### src/rtl/alu_op_sequencer.sv
// Issue stage for a 32-bit combinational ALU: command FIFO, registered ALU operands,
// one-cycle result capture with flag normalisation. Optional feature macro: ALU_SEQ_CHAIN_EN.
module alu_op_sequencer #(
  parameter int DEPTH = 4,
  parameter int CW    = $clog2(DEPTH + 1)
) (
  input  logic          clk,
  input  logic          rst,
  input  logic          in_valid,
  output logic          in_ready,
  input  logic [2:0]    in_opcode,
  input  logic [31:0]   in_a,
  input  logic [31:0]   in_b,
`ifdef ALU_SEQ_CHAIN_EN
  input  logic          in_chain,
`endif
  output logic [31:0]   alu_a,
  output logic [31:0]   alu_b,
  output logic [2:0]    alu_op,
  input  logic [31:0]   alu_c,
  input  logic [2:0]    alu_d,
  output logic          out_valid,
  input  logic          out_ready,
  output logic [31:0]   out_c,
  output logic          out_zero,
  output logic          out_ovf,
  output logic          out_neg,
  output logic [2:0]    out_opcode,
  input  logic          clr_sticky,
  output logic          ovf_sticky,
  output logic          busy,
  output logic [CW-1:0] fifo_count
);

  localparam int AW = (DEPTH > 1) ? $clog2(DEPTH) : 1;

  localparam logic [2:0] OP_SLA = 3'b000;
  localparam logic [2:0] OP_SRA = 3'b001;
  localparam logic [2:0] OP_ADD = 3'b010;
  localparam logic [2:0] OP_SUB = 3'b011;
  localparam logic [2:0] OP_MUL = 3'b100;

  typedef enum logic [1:0] {
    IDLE  = 2'd0,
    ISSUE = 2'd1,
    DONE  = 2'd2
  } state_e;

  typedef struct packed {
`ifdef ALU_SEQ_CHAIN_EN
    logic        chain;
`endif
    logic [2:0]  op;
    logic [31:0] a;
    logic [31:0] b;
  } cmd_t;

  state_e        state_q, state_d;
  cmd_t          mem_q [DEPTH];
  logic [AW-1:0] wr_ptr_q, wr_ptr_d;
  logic [AW-1:0] rd_ptr_q, rd_ptr_d;
  logic [CW-1:0] count_q, count_d;

  logic [31:0]   alu_a_q, alu_a_d;
  logic [31:0]   alu_b_q, alu_b_d;
  logic [2:0]    alu_op_q, alu_op_d;

  logic [31:0]   out_c_q, out_c_d;
  logic          out_zero_q, out_zero_d;
  logic          out_ovf_q, out_ovf_d;
  logic          out_neg_q, out_neg_d;
  logic [2:0]    out_op_q, out_op_d;
  logic          out_valid_q, out_valid_d;
  logic          sticky_q, sticky_d;

  logic          full, empty, push, pop, capture;
  logic          flag_zero, flag_ovf, flag_neg;
  cmd_t          wr_cmd, head;

  assign full  = (count_q == CW'(DEPTH));
  assign empty = (count_q == '0);
  assign push  = in_valid && !full;
  assign head  = mem_q[rd_ptr_q];

  always_comb begin
    wr_cmd    = '0;
    wr_cmd.op = in_opcode;
    wr_cmd.a  = in_a;
    wr_cmd.b  = in_b;
`ifdef ALU_SEQ_CHAIN_EN
    wr_cmd.chain = in_chain;
`endif
  end

  // NOTE: the command store has no reset; an entry is only ever read while count_q
  // says it holds a pushed command, so its power-up contents never reach an output.
  always_ff @(posedge clk) begin
    if (push) mem_q[wr_ptr_q] <= wr_cmd;
  end

  // Undefined (x/z) flag bits from the ALU resolve to 0; bits the opcode does not
  // define are masked off entirely.
  always_comb begin
    flag_zero = (alu_d[0] === 1'b1);
    flag_ovf  = 1'b0;
    flag_neg  = 1'b0;
    unique case (alu_op_q)
      OP_SLA, OP_ADD, OP_SUB, OP_MUL: begin
        flag_ovf = (alu_d[1] === 1'b1);
        flag_neg = (alu_d[2] === 1'b1);
      end
      OP_SRA:  flag_neg = (alu_d[2] === 1'b1);
      default: ;
    endcase
  end

  // NOTE: every combinational output gets a default before any branch, so no path
  // leaves a variable unassigned and no latch is inferred.
  always_comb begin
    state_d     = state_q;
    pop         = 1'b0;
    capture     = 1'b0;
    alu_a_d     = alu_a_q;
    alu_b_d     = alu_b_q;
    alu_op_d    = alu_op_q;
    out_c_d     = out_c_q;
    out_zero_d  = out_zero_q;
    out_ovf_d   = out_ovf_q;
    out_neg_d   = out_neg_q;
    out_op_d    = out_op_q;
    out_valid_d = out_valid_q;
    sticky_d    = sticky_q;

    unique case (state_q)
      IDLE: begin
        if (!empty) begin
          pop     = 1'b1;
          state_d = ISSUE;
        end
      end
      ISSUE: begin
        capture = 1'b1;
        state_d = DONE;
      end
      DONE: begin
        if (out_ready) begin
          out_valid_d = 1'b0;
          if (!empty) begin
            pop     = 1'b1;
            state_d = ISSUE;
          end else begin
            state_d = IDLE;
          end
        end
      end
      default: state_d = IDLE;
    endcase

    // A chained entry takes the result still held in out_c_q, i.e. the previous command's.
    if (pop) begin
`ifdef ALU_SEQ_CHAIN_EN
      alu_a_d = head.chain ? out_c_q : head.a;
`else
      alu_a_d = head.a;
`endif
      alu_b_d  = head.b;
      alu_op_d = head.op;
    end

    if (capture) begin
      out_c_d     = alu_c;
      out_zero_d  = flag_zero;
      out_ovf_d   = flag_ovf;
      out_neg_d   = flag_neg;
      out_op_d    = alu_op_q;
      out_valid_d = 1'b1;
    end

    if (clr_sticky)           sticky_d = 1'b0;
    if (capture && flag_ovf)  sticky_d = 1'b1;
  end

  always_comb begin
    wr_ptr_d = push ? wr_ptr_q + AW'(1) : wr_ptr_q;
    rd_ptr_d = pop  ? rd_ptr_q + AW'(1) : rd_ptr_q;
    unique case ({push, pop})
      2'b10:   count_d = count_q + CW'(1);
      2'b01:   count_d = count_q - CW'(1);
      default: count_d = count_q;
    endcase
  end

  // NOTE: state registers use non-blocking assignments so every flop samples the
  // pre-edge values computed above, independent of statement order.
  always_ff @(posedge clk) begin
    if (rst) begin
      state_q     <= IDLE;
      wr_ptr_q    <= '0;
      rd_ptr_q    <= '0;
      count_q     <= '0;
      alu_a_q     <= '0;
      alu_b_q     <= '0;
      alu_op_q    <= '0;
      out_c_q     <= '0;
      out_zero_q  <= 1'b0;
      out_ovf_q   <= 1'b0;
      out_neg_q   <= 1'b0;
      out_op_q    <= '0;
      out_valid_q <= 1'b0;
      sticky_q    <= 1'b0;
    end else begin
      state_q     <= state_d;
      wr_ptr_q    <= wr_ptr_d;
      rd_ptr_q    <= rd_ptr_d;
      count_q     <= count_d;
      alu_a_q     <= alu_a_d;
      alu_b_q     <= alu_b_d;
      alu_op_q    <= alu_op_d;
      out_c_q     <= out_c_d;
      out_zero_q  <= out_zero_d;
      out_ovf_q   <= out_ovf_d;
      out_neg_q   <= out_neg_d;
      out_op_q    <= out_op_d;
      out_valid_q <= out_valid_d;
      sticky_q    <= sticky_d;
    end
  end

  assign in_ready   = !full;
  assign alu_a      = alu_a_q;
  assign alu_b      = alu_b_q;
  assign alu_op     = alu_op_q;
  assign out_valid  = out_valid_q;
  assign out_c      = out_c_q;
  assign out_zero   = out_zero_q;
  assign out_ovf    = out_ovf_q;
  assign out_neg    = out_neg_q;
  assign out_opcode = out_op_q;
  assign ovf_sticky = sticky_q;
  assign busy       = (state_q != IDLE) || !empty;
  assign fifo_count = count_q;

endmodule
### config.mk
export PLATFORM = sky130hd
export DESIGN_NAME = alu_op_sequencer
export DESIGN_NICKNAME = d
export VERILOG_FILES = /design/src/rtl/alu_op_sequencer.sv
export SDC_FILE = /design/constraint.sdc
export NUM_CORES = 1
export LEC_CHECK = 0
export CAP_MARGIN = 20
export CORE_ASPECT_RATIO = 0.6
export CORE_MARGIN = 5
export CORE_UTILIZATION = 54
export DETAILED_ROUTE_END_ITERATION = 6
export GPL_TIMING_DRIVEN = 0
export PLACE_DENSITY = 0.8
export SETUP_SLACK_MARGIN = 0.15
export SLEW_MARGIN = 15
export SYNTH_ARGS = -nofsm -noshare
export SYNTH_HDL_FRONTEND = slang
export SYNTH_SLANG_ARGS = --single-unit
### constraint.sdc
create_clock -name clk -period 3.28 [get_ports clk]
set_input_delay 0.492 -clock clk [delete_from_list [all_inputs] [get_ports clk]]
set_output_delay 0.492 -clock clk [all_outputs]
set_load 0.1 [all_outputs]
==> qor.txt, run 1 <==
H-tree lvl count = 2
Cts hold-fix bufs = 0
Filler instances = 1770
First-pass GRT wire length = 51800 µm
Clock skew = 0.0140 ns
Most area-hungry cell type in the Yosys netlist = edfxtp_1
ANT nets after route = 0
Worst Path Arrival = 2.58 ns
Yosys warnings = 0
#FFs+latches synth = 384
CTS buffer count = 35
Primary FF master, synth = edfxtp_1
DPL Wire Length = 22400 µm
Total Routed Length = 34300 µm
GRT overflow = 0
Maximum VDD drop = 0.772 mV
GPL Wtd Cong = 0.745
Avg WL per Cell = 22.7 µm
CTS tree = yes
Worst setup SP type = flip-flop
EDFF count, synth = 268
Vias/cell = 5.71
Die width = 220 µm
Ys async rst share = 0%
Clk sinks = 384
Max-cap viol count = 0
Max Slew Vio Count = 0
1st-iter DRT viols = 722
Die Ht = 136 µm
Largest net degree at the start of global routing = 49
Overall routing resource usage = 22.7%
P&R area growth vs syn = 27.1%
Cells after Synth = 861
Core area = 26200 µm²
Top Ports = 219
Required time worst endpoint = 2.79 ns
Starting Density = 54.4%
Most frequent cells in the layout = edfxtp_1 (268), clkdlybuf4s50_1 (216), dfxtp_1 (115)
DRT Pass-1 Iters = 5
Layout cells sized above 1 = 14.4%
Clk_lat worst skew = 0.52 ns
Critical path's slowest cell = clkdlybuf4s50_1
Clk buf depth = 3
Post-synth cell types = 32
Fin nets = 1237
CP max FO = 10
Largest cells by area after synthesis = edfxtp_1 (56%), dfxtp_1 (16%), mux4_2 (11%), mux2i_1 (2.7%), a21oi_1 (2.7%)
Seq/Total Area, Yosys = 72.7%
Leak = 5.95 nW
Crit end category = output pin
CP Class = reg2out
Most common cell after layout, fill and taps aside = edfxtp_1
Mapped Area = 14300 µm²
Largest stage delay, worst path = 1.18 ns
Setup violators final = 0
Tmin final = 3.07 ns
Core Rows = 46
Worst slew pin tran = 1.07 ns
Hold Path Class = in2reg
Syn Nets = 978
Final core occ = 69.1%
Via count = 8597
Cells along the critical path = or3b_1 -> buf_2 -> clkdlybuf4s50_1
PD cells = 1000 nW/µm²
Initial antenna violation count = 5
Final hold vios = 0
Setup Total Neg Slack = 0 ns
Syn Area/Cell = 16.6 µm²
Vias in the first global route = 8969
F_max = 326 MHz
CTS clk-pin slew, worst paths = 0.07 ns
PortBufs = 217
Outcome = completed
Top cell type's share of synthesized area = 56.4%
Ratio of final minimum period to clock period = 93.6%
Residual DRC = 0
Slew HR = 28.3%
Root Driver = clkbuf_16
Unrepaired setup endpoints after global routing = false
Die area = 29900 µm²
-- flip-flops by register name, indices dropped and copies added (netlist names) --
register    flops
ovf_sticky      1
mem_q         268
out_c          32
fifo_count      3
out_neg         1
alu_b          32
alu_op          3
state_q         2
out_ovf         1
wr_ptr_q        2
out_opcode      3
out_valid       1
alu_a          32
rd_ptr_q        2
out_zero        1
-- synthesized netlist by cell type (9+ instances only) --
cell,n
a21oi_1,76
buf_2,18
buf_6,10
clkbuf_1,26
dfxtp_1,116
edfxtp_1,268
ha_1,9
mux2i_1,39
mux4_2,67
nand3_1,65
nor2_1,42
o21ai_0,70
-- area by class of cell --
class	count	area, µm²	share of cell area [%]
Sequential cell	384	10400	57.2
Multi-Input combinational cell	404	3530	19.5
Timing Repair Buffer	222	2280	12.6
Clock buffer	49	1020	5.63
Tap cell	360	450	2.48
Buffer	65	357	1.97
Clock inverter	13	83.8	0.462
Inverter	8	30.0	0.166
Antenna cell	1	2.50	0.0138
-- report_power, final --
part / internal [mW] / switching [mW]
clock network: 2.25 / 1.71
registers: 5.92 / 0.356
logic: 2.27 / 5.66
-- kinds of logic (layout without fill, tap and decap cells) --
kind of cell | Yosys count | in the layout | synth area share (%)
flip-flops | 384 | 384 | 72.7
multiplexers | 106 | 106 | 13.3
AO/OA/AOI/OAI | 154 | 154 | 5.57
XOR/XNOR | 2 | 2 | 0.123
AND/OR/NAND/NOR | 132 | 132 | 4.68
buffers and inverters | 73 | 357 | 2.71
other | 0 | 1 | 0
adder cells (fa/ha/maj) | 10 | 10 | 0.930
-- routing by layer --
layer / track usage, % / share of wire, % / wire length (µm) / up-vias
met5: 0 / 0.18 / 62 / -
met4: 6.13 / 2.3 / 788 / 8
met3: 6.50 / 8.9 / 3060 / 74
met2: 36.7 / 48 / 16400 / 354
met1: 30.7 / 41 / 13900 / 4320
li1: - / - / - / 3841
-- metrics by stage --
step / cell area, µm² / power [mW] / std cells / worst slack, ns / hold slack (ns)
finish: 18100 / 18.2 / 1506 / 0.209 / 0.408
global route: 18100 / 18.9 / 1506 / 0.164 / 0.432
CTS: 18100 / 18.3 / 1505 / 0.205 / 0.382
detailed placement: 17000 / 14.3 / 1442 / 0.141 / 0.456
global placement: 16900 / 14.1 / 1438 / 0.221 / 0.455
floorplan: 14300 / 12.1 / 861 / 0.112 / 0.481
-- worst paths after layout --
path / startpoint / slack, ns / cells past startpoint / end
worst min register to register: alu_a[11] / 0.48 / 2 / alu_a[11]
worst max-delay path: fifo_count[0] / 0.21 / 3 / in_ready
worst max register to register: state_q[0] / 0.48 / 11 / fifo_count[2]
worst min-delay path: in_valid / 0.41 / 3 / wr_ptr_q[1]
-- worst max-delay path, delay by kind of cell, from the launching register on --
kind | cells | cell delay, ns
DFF | 1 | 0.50
buffers and inverters | 2 | 1.38
and+or+nand+nor | 1 | 0.17
-- timing repair --
action,CTS,global route
hold endpoints to repair,0,0
endpoints found under the setup margin,1,0
gates resized for setup,1,0
buffers inserted,1,0
Note: power is estimated with default switching activity, not from simulation.
==> inputs of run 2 (changes only) <==
Settings changed: ABC_CLOCK_PERIOD_IN_PS from default to 3280, CELL_PAD_IN_SITES_DETAIL_PLACEMENT from default to 1, CELL_PAD_IN_SITES_GLOBAL_PLACEMENT from default to 1, CORE_UTILIZATION 54 to 45, PLACE_DENSITY 0.8 to default, PLACE_DENSITY_LB_ADDON from default to 0.1, RECOVER_POWER from default to 25.
==> run 2 against run 1 <==
Compared with the run above: wire length increased by 7.8%; highest routed layer unchanged; global-route usage decreased by 2.1 points; setup slack improved by 0.20 ns; largest cell class unchanged; combinational power increased by 1%; clock-buffer cell count increased by 2; total power increased by 3.8%; die area increased by 19%; critical path depth increased by 1; critical endpoint is now busy; design area increased by 1.5%; maximum frequency increased by 7.1%.
==> qor.txt, run 2 (synthesized netlist as in run 1, its figures left out) <==
Outcome = completed
Die area = 35500 µm²
CP Buf/Inv Count = 2
Crit path from = fifo_count[1]
Worst path depth = 4
PortBufs = 217
Most common cell after layout, fill and taps aside = edfxtp_1
P&R area growth vs syn = 29.0%
CTS clk-pin slew, worst paths = 0.06 ns
Largest net degree at the start of global routing = 49
Setup violators final = 0
Register area = 10400 µm²
Clk buf depth = 3
Worst Path Arrival = 2.37 ns
Reg2reg setup slack = 0.46 ns
GRT overflow = 0
Vias/cell = 5.48
Delay-heaviest family, CP = buffers and inverters
Ratio of final minimum period to clock period = 87.4%
Starting Density = 45.7%
Core Rows = 50
Residual DRC = 0
Finished Cell Area = 18400 µm²
Clock power frac = 24.3%
CP max FO = 10
Crit path to = busy
Setup Total Neg Slack = 0 ns
F_max = 349 MHz
Hold Path Class = in2reg
First-pass GRT wire length = 56200 µm
Worst setup SP type = flip-flop
Capture point of the worst reg-to-reg path = fifo_count[2]
DP Area = 17100 µm²
Fin nets = 1240
Clk sinks = 384
DPL Wire Length = 24700 µm
RR Startpoint = state_q[0]
Overall routing resource usage = 20.6%
Critical path's slowest cell = dlygate4sd2_1
Hold path depth = 3
Die Ht = 148 µm
FF-to-FF path depth = 11
Largest Register = mem_q
GPL Wtd Cong = 0.746
Required time worst endpoint = 2.79 ns
Die width = 240 µm
1st-iter DRT viols = 545
Multi-input gate area = 3530 µm²
Filler instances = 2881
Total Routed Length = 36900 µm
PD cells = 1020 nW/µm²
Cells along the critical path = nor3_4 -> clkbuf_1 -> nand2_1 -> dlygate4sd2_1
Crit end category = output pin
DRT Pass-1 Iters = 5
Unrepaired setup endpoints after global routing = false
Via count = 8595
Clock skew = 0.0291 ns
Avg WL per Cell = 23.5 µm
Maximum VDD drop = 0.539 mV
Core area = 31200 µm²
CP Class = reg2out
Sequential Power Share = 33.2%
Worst slew pin tran = 1.08 ns
Max FFs per register = 268
Switching Share = 42.1%
H-tree lvl count = 2
Cts hold-fix bufs = 0
Hold WS = 0.432 ns
Layout cells sized above 1 = 15.1%
Logic gate share of total power = 42.5%
Tmin final = 2.87 ns
Top Ports = 219
Vias in the first global route = 9187
Max-cap viol count = 0
Final hold vios = 0
Initial antenna violation count = 5
Root Driver = clkbuf_16
Most frequent cells in the layout = edfxtp_1 (268), clkdlybuf4s50_1 (165), dfxtp_1 (115)
Net switching power = 7.94 mW
ANT nets after route = 0
Internal power = 10.9 mW
Clk_lat worst skew = 0.53 ns
Slew HR = 28.0%
CTS buffer count = 38
Leak = 6.05 nW
Largest stage delay, worst path = 0.89 ns
Max Slew Vio Count = 0
CTS tree = yes
[run 2: cell types whose count changed in the layout (fill, tap and decap cells not counted), moves of 2 or more]
cell	before	now
clkbuf_1	33	35
clkbuf_8	5	3
bufinv_16	1	6
clkdlybuf4s50_1	216	165
clkinv_1	7	3
dlygate4sd3_1	0	50
clkbuf_16	37	39
[run 2: cell type report]
type	count	area share (%)
clock inverters	18	1.41
multi-input cells	404	19.2
flip-flops and latches	384	56.3
plain buffers	65	1.94
clock buffers	51	5.71
well taps	416	2.83
diodes	1	0.0136
repair buffers	222	12.4
inverters	8	0.163
[run 2: what timing repair did]
item,CTS,global route
buffers inserted,1,0
pin swaps,1,0
gates resized for setup,1,1
endpoints found under the setup margin,1,1
[run 2: power groups by stage]
stage | logic, mW | clock network [mW] | registers (mW)
3_3_place_gp | 7.91 | 0 | 6.35
5_1_grt | 8.43 | 4.90 | 6.34
2_1_floorplan | 2.89 | 0 | 9.25
3_5_place_dp | 8.08 | 0 | 6.37
4_1_cts | 8.11 | 4.68 | 6.27
6_report | 8.01 | 4.58 | 6.27
[run 2: worst min path at each step]
| stage | to | from | slack (ns) |
|---|---|---|---|
| 2_1_floorplan | state_q[1] | state_q[1] | 0.48 |
| 3_3_place_gp | out_neg | out_neg | 0.46 |
| 3_5_place_dp | ovf_sticky | ovf_sticky | 0.46 |
| 4_1_cts | wr_ptr_q[0] | in_valid | 0.39 |
| 5_1_grt | wr_ptr_q[0] | in_valid | 0.44 |
| 6_report | wr_ptr_q[0] | in_valid | 0.43 |
[run 2: worst reg2reg max path, cell delays in order (launching register included)]
cell and delay [ns]:
dfxtp_1 0.37, inv_1 0.10, ha_1 0.26, a21oi_2 0.41, clkbuf_1 0.42, nor2_1 0.12, ha_1 0.23, inv_1 0.08
fa_1 0.17, xor2_1 0.09, or3_1 0.33, a21oi_1 0.17
[run 2: metal layers]
layer | wire length [µm] | part of all wire, % | GRT usage [%]
met1 | 17200 | 47 | 30.3
met2 | 17000 | 46 | 32.1
met3 | 2040 | 5.5 | 4.29
met4 | 583 | 1.6 | 4.34
met5 | 27 | 0.073 | 0
[run 2: through the flow]
stage / std cells / util (%) / setup WS, ns / power [mW]
5_1_grt: 1569 / 59.0 / 0.204 / 19.7
4_1_cts: 1568 / 58.9 / 0.199 / 19.1
6_report: 1569 / 59.0 / 0.413 / 18.9
2_1_floorplan: 861 / - / 0.112 / 12.1
3_5_place_dp: 1498 / 54.7 / 0.117 / 14.4
3_3_place_gp: 1494 / 54.4 / 0.188 / 14.3
